==> src/rtl/spi_slave_regs.sv <==
// SPI responder for 25-bit mode-0 frames {rw, addr[3:0], data[19:0]} backed by a 16 x 20-bit register file.
// Define SPI_SLV_RO_ID_EN to make address 15 a read-only ID register returning ID_VALUE.
module spi_slave_regs #(
  parameter int                ADDR_W      = 4,
  parameter int                DATA_W      = 20,
  parameter int                SYNC_STAGES = 2,
  parameter logic [DATA_W-1:0] ID_VALUE    = 20'hA5C3E
) (
  input  logic              clk,
  input  logic              rst,
  input  logic              sclk,
  input  logic              cs_n,
  input  logic              mosi,
  output logic              miso,
  output logic              miso_oe,
  input  logic [ADDR_W-1:0] loc_addr,
  output logic [DATA_W-1:0] loc_rdata,
  output logic              wr_pulse,
  output logic [ADDR_W-1:0] wr_addr,
  output logic [DATA_W-1:0] wr_data,
  output logic              frame_err
);

  localparam int REGS      = 2 ** ADDR_W;
  localparam int FRAME_LEN = 1 + ADDR_W + DATA_W;
  localparam int CNT_W     = $clog2(FRAME_LEN + 1);
  localparam logic [CNT_W-1:0]  LAST_CMD = CNT_W'(ADDR_W);
  localparam logic [CNT_W-1:0]  LAST_BIT = CNT_W'(FRAME_LEN - 1);
  localparam logic [ADDR_W-1:0] ID_ADDR  = '1;

`ifdef SPI_SLV_RO_ID_EN
  localparam bit RO_ID = 1'b1;
`else
  localparam bit RO_ID = 1'b0;
`endif

  typedef enum logic [2:0] {IDLE, CMD, WR_DATA, RD_DATA, DONE} state_t;

  state_t                 state;
  logic [CNT_W-1:0]       bit_cnt;
  logic [ADDR_W-1:0]      cmd_shift;
  logic [ADDR_W-1:0]      cmd_addr;
  logic [DATA_W-1:0]      rx_data;
  logic [DATA_W-1:0]      tx_shift;
  logic                   wr_pend;
  logic [DATA_W-1:0]      regfile [REGS];

  logic [SYNC_STAGES-1:0] sclk_sync, cs_sync, mosi_sync;
  logic                   sclk_q, cs_q;
  logic                   sclk_s, cs_s, mosi_s;
  logic                   sclk_rise, sclk_fall, cs_rise, cs_fall;
  logic [ADDR_W:0]        cmd_next;
  logic [DATA_W-1:0]      tx_word, loc_word;

  // cs_n resets to a low sample so a frame already in progress when reset releases
  // never produces a falling edge; the bus is ignored until cs_n is seen high.
  always_ff @(posedge clk) begin
    if (rst) begin
      sclk_sync <= '0;
      cs_sync   <= '0;
      mosi_sync <= '0;
      sclk_q    <= 1'b0;
      cs_q      <= 1'b0;
    end else begin
      sclk_sync <= {sclk_sync[SYNC_STAGES-2:0], sclk};
      cs_sync   <= {cs_sync[SYNC_STAGES-2:0], cs_n};
      mosi_sync <= {mosi_sync[SYNC_STAGES-2:0], mosi};
      sclk_q    <= sclk_s;
      cs_q      <= cs_s;
    end
  end

  assign sclk_s    = sclk_sync[SYNC_STAGES-1];
  assign cs_s      = cs_sync[SYNC_STAGES-1];
  assign mosi_s    = mosi_sync[SYNC_STAGES-1];
  assign sclk_rise = sclk_s & ~sclk_q;
  assign sclk_fall = ~sclk_s & sclk_q;
  assign cs_rise   = cs_s & ~cs_q;
  assign cs_fall   = ~cs_s & cs_q;

  always_comb begin
    cmd_next = {cmd_shift, mosi_s};
    tx_word  = regfile[cmd_next[ADDR_W-1:0]];
    loc_word = regfile[loc_addr];
    if (RO_ID && cmd_next[ADDR_W-1:0] == ID_ADDR) tx_word  = ID_VALUE;
    if (RO_ID && loc_addr == ID_ADDR)             loc_word = ID_VALUE;
  end

  always_ff @(posedge clk) begin
    if (rst) begin
      state     <= IDLE;
      bit_cnt   <= '0;
      cmd_shift <= '0;
      cmd_addr  <= '0;
      rx_data   <= '0;
      tx_shift  <= '0;
      wr_pend   <= 1'b0;
      // NOTE: the register file is small and must read as zero after reset, so it is
      // built from flops with a reset rather than inferred as RAM.
      regfile   <= '{default: '0};
      miso      <= 1'b0;
      miso_oe   <= 1'b0;
      wr_pulse  <= 1'b0;
      wr_addr   <= '0;
      wr_data   <= '0;
      frame_err <= 1'b0;
      loc_rdata <= '0;
    end else begin
      wr_pulse  <= 1'b0;
      frame_err <= 1'b0;
      // NOTE: non-blocking reads here see the pre-write regfile, so a same-cycle
      // local read of the address being committed returns the old value.
      loc_rdata <= loc_word;

      if (wr_pend) begin
        wr_pend  <= 1'b0;
        if (!(RO_ID && cmd_addr == ID_ADDR)) regfile[cmd_addr] <= rx_data;
        wr_pulse <= 1'b1;
        wr_addr  <= cmd_addr;
        wr_data  <= rx_data;
      end

      if (cs_rise && (state == CMD || state == WR_DATA || state == RD_DATA)) begin
        state     <= IDLE;
        frame_err <= 1'b1;
        miso_oe   <= 1'b0;
        miso      <= 1'b0;
      end else begin
        unique case (state)
          IDLE: begin
            miso_oe <= 1'b0;
            miso    <= 1'b0;
            if (cs_fall) begin
              bit_cnt <= '0;
              state   <= CMD;
            end
          end
          CMD: begin
            if (sclk_rise) begin
              cmd_shift <= cmd_next[ADDR_W-1:0];
              bit_cnt   <= bit_cnt + CNT_W'(1);
              if (bit_cnt == LAST_CMD) begin
                cmd_addr <= cmd_next[ADDR_W-1:0];
                if (cmd_next[ADDR_W]) begin
                  tx_shift <= tx_word;
                  miso_oe  <= 1'b1;
                  state    <= RD_DATA;
                end else begin
                  state <= WR_DATA;
                end
              end
            end
          end
          WR_DATA: begin
            if (sclk_rise) begin
              rx_data <= {rx_data[DATA_W-2:0], mosi_s};
              bit_cnt <= bit_cnt + CNT_W'(1);
              if (bit_cnt == LAST_BIT) begin
                state   <= DONE;
                wr_pend <= 1'b1;
              end
            end
          end
          RD_DATA: begin
            // Each fall presents the current MSB and advances the snapshot.
            if (sclk_fall) begin
              miso     <= tx_shift[DATA_W-1];
              tx_shift <= {tx_shift[DATA_W-2:0], 1'b0};
            end
            if (sclk_rise) begin
              bit_cnt <= bit_cnt + CNT_W'(1);
              if (bit_cnt == LAST_BIT) begin
                state   <= DONE;
                miso_oe <= 1'b0;
                miso    <= 1'b0;
              end
            end
          end
          DONE: begin
            miso_oe <= 1'b0;
            miso    <= 1'b0;
            if (cs_s) state <= IDLE;
          end
          default: state <= IDLE;
        endcase
      end
    end
  end

endmodule

==> config.mk <==
export PLATFORM = sky130hd
export DESIGN_NAME = spi_slave_regs
export DESIGN_NICKNAME = d
export VERILOG_FILES = /design/src/rtl/spi_slave_regs.sv
export SDC_FILE = /design/constraint.sdc
export NUM_CORES = 1
export LEC_CHECK = 0
export CORE_MARGIN = 3
export CORE_UTILIZATION = 67
export DETAILED_ROUTE_END_ITERATION = 8
export GPL_TIMING_DRIVEN = 0
export PLACE_DENSITY = 0.89
export SLEW_MARGIN = 20
export SYNTH_ARGS = -nofsm -noshare
export SYNTH_HDL_FRONTEND = slang
export SYNTH_SLANG_ARGS = --single-unit
==> constraint.sdc <==
create_clock -name clk -period 3.89 [get_ports clk]
set_input_delay 0.389 -clock clk [delete_from_list [all_inputs] [get_ports clk]]
set_output_delay 0.389 -clock clk [all_outputs]
set_load 0.05 [all_outputs]
==> Word level (Yosys, flattened, before mapping) <==
Index checks and enable logic that the tools add are counted.
W data, S select, Z words.
{ "word_totals": {"regBits": 433, "latch_bits": 0, "ramBits": 0, "romBits": 0, "in_bits": 9, "output_inout_bits": 48, "elab_cells": 130, "memories": 0} }
{ "classes": {"addsub": 1, "multipliers": 0, "n_div": 0, "order_cmp": 4, "n_eq_ne": 17, "n_shift": 0, "mux": 38, "n_bitwise": 14, "reduce_logical": 21} }
{ "op_table": {"columns": ["operator", "n"], "rows": [
  ["$bwmux W320", 1],
  ["$mux W20", 9],
  ["$bmux W20 S4", 2],
  ["$demux W20 S4", 1],
  ["$pmux W20 S2", 1],
  ["$mux W3", 6],
  ["$reduce_and A6 Y1", 3],
  ["$ge A5 B5 Y1 const B", 3],
  ["$not A4 Y5", 3],
  ["$mux W1", 12],
  ["$ne A2 B2 Y1 const B", 6],
  ["$pmux W3 S4", 1],
  ["$mux W5", 2],
  ["$ne A2 B1 Y1 const B", 5],
  ["$pmux W5 S2", 1],
  ["$reduce_and A4 Y1", 2],
  ["$not A1 Y1", 7],
  ["$eq A3 B2 Y1 const B", 2],
  ["$reduce_and A3 Y1", 2],
  ["$reduce_bool A2 Y1", 3],
  ["$reduce_or A2 Y1", 3],
  ["$add A5 B1 Y5 const B", 1],
  ["$eq A5 B3 Y1 const B", 1],
  ["$eq A5 B5 Y1 const B", 1],
  ["other kinds (12)", 17]
]} }

==> Logic depth before layout (Yosys ltp) <==
Gate-level depths: netlist of the first run.
{ "depth": {"ltp_word": 8, "mapped_depth": 9} }

==> Least setup slack after synthesis of the first run <==
No wires, ideal clock.
{ "synth_timing": {"path_kind": "input -> register", "startpoint": "in loc_addr[2]", "endpoint": "reg loc_rdata[0]", "setup_ns": 0.115, "arrival_time_ns": 1.870, "required_time_ns": 3.775, "slack_ns": 1.905, "path_stages": 5, "path_buffers": 2, "path_cell_list": "clkbuf_1 > clkbuf_1 > mux4_2 > mux4_2 > and2_1"} }
{ "synth_via": {"elab_chain_cells": 4} }
{ "synth_rtl": {"columns": ["element", "line_no", "text"], "rows": [
  ["from (decl)", "16", "input logic [ADDR_W-1:0] loc_addr,"],
  ["$not A4 Y5 (not written as such)", "84", "loc_word = regfile[loc_addr];"],
  ["$bmux W20 S4", "84", null],
  ["$mux W20 (not written as such) (2 in a row)", "84", null],
  ["to (signal assigned)", "113", "loc_rdata <= loc_word;"],
  ["to (decl)", "17", "output logic [DATA_W-1:0] loc_rdata,"]
]} }
No other way between the ends. The select of a mux whose other input is x is not followed.
A chain may end at the register's enable or synchronous reset.

==> Worst setup path after layout of the first run <==
{ "layout_timing": {"startpoint": "reg cmd_shift[1]", "endpoint": "reg tx_shift[19]"} }
{ "layout_via": {"elab_chain_cells": 8} }
{ "layout_rtl": {"columns": ["element", "line_no", "text"], "rows": [
  ["from (decl)", "41", "logic [ADDR_W-1:0] cmd_shift;"],
  ["from (signal assigned)", "140", "cmd_shift <= cmd_next[ADDR_W-1:0];"],
  ["$not A4 Y5 (not written as such)", "83", "tx_word = regfile[cmd_next[ADDR_W-1:0]];"],
  ["$bmux W20 S4", "83", null],
  ["$mux W20 (not written as such) (2 in a row)", "83", null],
  ["$mux W20", "144", "if (cmd_next[ADDR_W]) begin"],
  ["$mux W20", "142", "if (bit_cnt == LAST_CMD) begin"],
  ["$mux W20", "139", "if (sclk_rise) begin"],
  ["$pmux W20 S2", "129", "unique case (state)"],
  ["to (signal assigned)", "145", "tx_shift <= tx_word;"],
  ["to (signal assigned)", "168", "tx_shift <= {tx_shift[DATA_W-2:0], 1'b0};"],
  ["to (decl)", "44", "logic [DATA_W-1:0] tx_shift;"]
]} }
No other way between the ends. The select of a mux whose other input is x is not followed.

==> results.json, run 1 <==
{
  "status": "finished clean",
  "fmax_ghz": 0.3387,
  "post-route-period-util_pct": 75.89,
  "wl_um": 69880,
  "ir_drop_v": 0.0003506,
  "grt_start_max_net_pins": 15,
  "yosysSeqAreaShare_pct": 42.75,
  "path_max_fanout": 10,
  "setup_violations": 0,
  "post-route-min-period_ps": 2952,
  "final_common_cell": "nand2_1",
  "cts_buffers": 44,
  "async_flop_share_pct": 0,
  "row_count": 63,
  "drt-wirelength-per-cell_um": 25.02,
  "path_class": "register to register",
  "clock-sinks": 433,
  "seq_area_um2": 8668,
  "drc": 0,
  "fin_tns_setup_ps": 0,
  "synth_ff_type": "dfxtp_1",
  "antenna_found_initial": 8,
  "htree_num_levels": 2,
  "clkPwrFrac_pct": 49.3,
  "finalNetCount": 2380,
  "drt_iter0_markers": 3023,
  "p_int_w": 0.007467,
  "drv_slew": 0,
  "die_area_um2": 32390,
  "vias": 18925,
  "end_kind": "register",
  "cap_violations": 0,
  "gp_congestion": 1.069,
  "utilization_pct": 76.99,
  "combPwrFrac_pct": 4.4,
  "ios": 57,
  "start_util_pct": 68.23,
  "grt_overflow": 0,
  "p_per_area_nw_per_um2": 420.2,
  "ys_types": 43,
  "relSlewSlack_pct": 18.83,
  "syn_area_um2": 20280,
  "ctsHoldBuffers": 0,
  "cts_tree": "done",
  "firstDrtPassIters": 7,
  "p_sw_share_pct": 22.34,
  "cts-root-buf": "clkbuf_16",
  "syn_nets": 2283,
  "antenna_cells_inserted": 0,
  "worstPathArrival_ps": 3340,
  "yosys_warnings": 0,
  "cts_setup_buffers": 0,
  "rsz0062_at_grt": "no",
  "cp.required_ps": 4280,
  "synth_edf_count": 0,
  "die_w_um": 180.0,
  "p_leak_nw": 7.313,
  "tightest_slew_ps": 1218,
  "cts.reportedPaths.clkPinSlew_ps": 60,
  "drive_gt1_share_pct": 10.45,
  "core_um2": 29720,
  "clock_skew_ps": 16.03,
  "grtUsageTotal_pct": 41.94,
  "power_frac_seq_pct": 46.4,
  "p_switching_w": 0.002148,
  "mostFrequentLayoutCells": "nand2_1, dfxtp_1, a21oi_1",
  "clock_latency_ps": 550,
  "multiInputGateArea_um2": 10620,
  "synth-seq-cells": 433,
  "start_kind": "register",
  "areaGrowthSynthToFinish_pct": 12.84,
  "final_antenna_net_count": 0,
  "grt_pass1_wl_um": 105500,
  "grt_pass1_vias": 18459,
  "hold_viol_final": 0,
  "die_h_um": 180.0,
  "dp_hpwl_um": 49210,
  "clockBufferDepth": 3,
  "hold_path_class": "input port to register",
  "synth_cells": 2272,
  "nFillCells": 1985,
  "syn_avg_cell_area_um2": 8.925,
  "routed_via_density": 6.776,
  "io_buffers": 51,
  "postCtsResizedCells": 0
}
cell usage after synthesis (all sizes together) (5+ instances only):
cell / instances / area (um^2)
nand2: 758 / 2845
dfxtp: 433 / 8668
a21oi: 367 / 1837
clkbuf: 187 / 701.9
mux4: 162 / 3712
nor2: 76 / 287.8
mux2i: 68 / 680.7
buf: 35 / 270.3
nand2b: 26 / 162.7
and2: 23 / 143.9
nand4: 21 / 131.4
a211o: 19 / 166.4
a221oi: 19 / 166.4
nor2b: 17 / 106.4
nand3: 11 / 55.05
nor3: 9 / 45.04
o21ai: 7 / 35.03
inv: 5 / 18.77
layout make-up:
type | count | share of cell area (%)
Sequential cell | 433 | 37.88
Multi-Input combinational cell | 1612 | 46.40
Buffer | 222 | 4.249
Timing Repair Buffer | 51 | 2.231
Tap cell | 390 | 2.133
Clock buffer | 60 | 5.430
Clock inverter | 20 | 1.586
Inverter | 5 | 0.08203
power by group through the flow:
stage	registers [W]	logic [W]	clock network (W)
detailed placement	0.00456	0.000399	0
floorplan	0.00455	0.000266	0
finish	0.00446	0.000420	0.00474
CTS	0.00446	0.000402	0.00470
global placement	0.00456	0.000396	0
global route	0.00446	0.000436	0.00488
stage by stage:
stage	power (W)	instance area (um^2)	hold WS [ps]	setup slack (ps)	instances
6_report	0.009615	22880	405.8	937.9	2793
3_3_place_gp	0.004953	21280	433.3	1238	2713
4_1_cts	0.009555	22880	408.0	1246	2793
3_5_place_dp	0.004956	21280	437.5	1177	2713
2_1_floorplan	0.004820	20280	413.8	1905	2272
5_1_grt	0.009774	22880	420.5	1087	2793
worst paths after layout:
path                startpoint           end  slack, ps  depth (start not counted)
setup / recovery  cmd_shift[1]  tx_shift[19]        940                          6
hold reg to reg     cs_sync[0]    cs_sync[1]        450                          1
setup reg to reg  cmd_shift[1]  tx_shift[19]        940                          6
hold / removal            cs_n    cs_sync[0]        410                          2
cell families after synthesis:
| family | Yosys count | synth area share [%] |
|---|---|---|
| buf+inv | 227 | 4.887 |
| xor+xnor | 3 | 0.1296 |
| simple gates | 957 | 19.23 |
| compound gates | 420 | 11.22 |
| fa+ha+maj | 2 | 0.1234 |
| mux | 230 | 21.66 |
| flops | 433 | 42.75 |
metal layers:
layer,routed length (um),GRT usage [%]
met3,10680,13.68
met1,23680,52.54
met2,31360,66.04
met4,4068,20.39
met5,103,0
critical path: stages, from the launching register on:
cell,delay (ps)
dfxtp_1,350
buf_2,340
buf_1,770
mux4_2,410
a221oi_1,620
a211o_1,230
a21oi_1,70
state kept, by name, summed over array words and instances, names as in the netlist, 2 cells and up:
register and flops:
tx_shift 20, mosi_sync 2, loc_rdata 20, regfile 320
cmd_shift 4, bit_cnt 5, wr_data 20, wr_addr 4
cs_sync 2, rx_data 20, state 3, cmd_addr 4
sclk_sync 2
(Power assumes the default switching activity.)
==> run 2, diff against run 1 <==
--- a/config.mk
+++ b/config.mk
@@ -6,10 +6,10 @@
 export NUM_CORES = 1
 export LEC_CHECK = 0
 export CORE_MARGIN = 3
-export CORE_UTILIZATION = 67
+export CORE_UTILIZATION = 62
 export DETAILED_ROUTE_END_ITERATION = 8
 export GPL_TIMING_DRIVEN = 0
-export PLACE_DENSITY = 0.89
+export PLACE_DENSITY = 0.83
 export SLEW_MARGIN = 20
 export SYNTH_ARGS = -nofsm -noshare
 export SYNTH_HDL_FRONTEND = slang
==> constraint.sdc (replaced) <==
create_clock -name clk -period 3 [get_ports clk]
set_input_delay 0.3 -clock clk [delete_from_list [all_inputs] [get_ports clk]]
set_output_delay 0.3 -clock clk [all_outputs]
set_load 0.05 [all_outputs]
==> results.json, run 2 (synthesis gave the netlist of run 1 again) <==
{
  "status": "finished clean",
  "wl_met1_um": 24470,
  "fmax_ghz": 0.3590,
  "hold_viol_final": 0,
  "cap_violations": 0,
  "tightest_slew_ps": 1150,
  "htree_num_levels": 2,
  "die_h_um": 186.8,
  "start_util_pct": 63.60,
  "p_per_area_nw_per_um2": 538.6,
  "post-route-min-period_ps": 2785,
  "p_int_w": 0.009568,
  "grt_overflow": 0,
  "finalWorstSetupSlack_ps": 214.5,
  "dr_wl_met2_um": 31480,
  "clock-sinks": 433,
  "power_frac_seq_pct": 46.8,
  "p_leak_nw": 7.314,
  "mostFrequentLayoutCells": "nand2_1, dfxtp_1, a21oi_1",
  "clockBufferDepth": 3,
  "drc": 0,
  "rsz0062_at_grt": "no",
  "grt_pass1_vias": 17882,
  "total_power_w": 0.01236,
  "combPwrFrac_pct": 4.4,
  "grt_start_max_net_pins": 15,
  "hold_path_class": "input port to register",
  "grt_pass1_wl_um": 104600,
  "cts_tree": "done",
  "firstDrtPassIters": 8,
  "cts_setup_buffers": 0,
  "wl_um": 69520,
  "die_w_um": 186.8,
  "die_area_um2": 34910,
  "p_sw_share_pct": 22.56,
  "utilization_pct": 71.96,
  "row_count": 65,
  "clkPwrFrac_pct": 48.8,
  "finalNonFillerCells": 2843,
  "setup_violations": 0,
  "dp_slack_ps": 318.1,
  "finalNetCount": 2382,
  "vias": 18615,
  "dp_hpwl_um": 49660,
  "ir_drop_v": 0.0004758,
  "top_register": "regfile",
  "gp_congestion": 1.028,
  "p_switching_w": 0.002788,
  "core_um2": 31880,
  "cp.required_ps": 3420,
  "fin_tns_setup_ps": 0,
  "routed_via_density": 6.548,
  "clock_skew_ps": 16.05,
  "cts-root-buf": "clkbuf_16",
  "postCtsResizedCells": 0,
  "start_kind": "register",
  "antenna_found_initial": 4,
  "path_class": "register to register",
  "drive_gt1_share_pct": 10.57,
  "grtUsageTotal_pct": 38.98,
  "post-route-period-util_pct": 92.85,
  "ios": 57,
  "path_max_fanout": 10,
  "clock_latency_ps": 570,
  "final_common_cell": "nand2_1",
  "worstPathArrival_ps": 3200,
  "final_antenna_net_count": 0,
  "cts.reportedPaths.clkPinSlew_ps": 70,
  "end_kind": "register",
  "ctsHoldBuffers": 0,
  "cts_buffers": 46,
  "drt_iter0_markers": 2684,
  "drt-wirelength-per-cell_um": 24.45,
  "io_buffers": 51,
  "wl_met3_um": 10090,
  "areaGrowthSynthToFinish_pct": 13.14,
  "largest_reg_flops": 320,
  "placed_cells": 2758,
  "relSlewSlack_pct": 23.34,
  "drv_slew": 0,
  "maxUsedRoutingLayer": "met5"
}
==> run 2: changes by cell type in the layout (fill, tap and decap cells not counted) <==
cell,previous run,this run
clkbuf_8,6,7
clkbuf_1,196,194
inv_6,1,0
bufinv_16,10,6
clkbuf_16,45,49
diode_2,0,4
clkinv_2,6,8
clkinvlp_4,2,3
==> run 2: routing by layer <==
| metal | GRT usage [%] | vias to the layer above |
|---|---|---|
| met2 | 60.91 | 1450 |
| met3 | 12.87 | 290 |
| met1 | 50.21 | 8837 |
| met5 | 0 | - |
| met4 | 16.37 | 2 |
| li1 | - | 8036 |
==> run 2: per-stage QoR <==
step,hold WS (ps),cell area [um^2]
floorplan,413.8,20280
global placement,422.8,21330
detailed placement,437.4,21330
CTS,280.7,22930
global route,303.8,22940
finish,287.4,22940
==> run 2: cell type report <==
type | count | area (um^2)
multi-input cells | 1612 | 10620
fillers | 2453 | 8939
flip-flops and latches | 433 | 8668
clock buffers | 63 | 1349
plain buffers | 222 | 972.2
well taps | 435 | 544.3
repair buffers | 51 | 510.5
clock inverters | 18 | 251.5
inverters | 5 | 18.77
diodes | 4 | 10.01
==> run 2: power groups by stage <==
stage | Combinational (W) | Clock, W | Sequential, W
after global placement | 0.000515 | 0 | 0.00591
after global routing | 0.000567 | 0.00624 | 0.00578
after CTS | 0.000524 | 0.00603 | 0.00578
after floorplan | 0.000345 | 0 | 0.00590
after detailed placement | 0.000522 | 0 | 0.00591
final | 0.000540 | 0.00604 | 0.00578
==> run 2: worst max-delay path, cell delays in order, from the launching register on <==
cell,delay (ps)
dfxtp_1,350
buf_2,340
buf_1,740
mux4_2,430
a221oi_1,510
a211o_1,210
a21oi_1,60
==> run 2: final timing paths <==
| path | start | to | slack [ps] | depth (start not counted) |
|---|---|---|---|---|
| min reg2reg | sclk_sync[0] | sclk_sync[1] | 450 | 1 |
| max reg2reg | cmd_shift[1] | tx_shift[19] | 210 | 6 |
| max | cmd_shift[1] | tx_shift[19] | 210 | 6 |
| min | sclk | sclk_sync[0] | 290 | 2 |
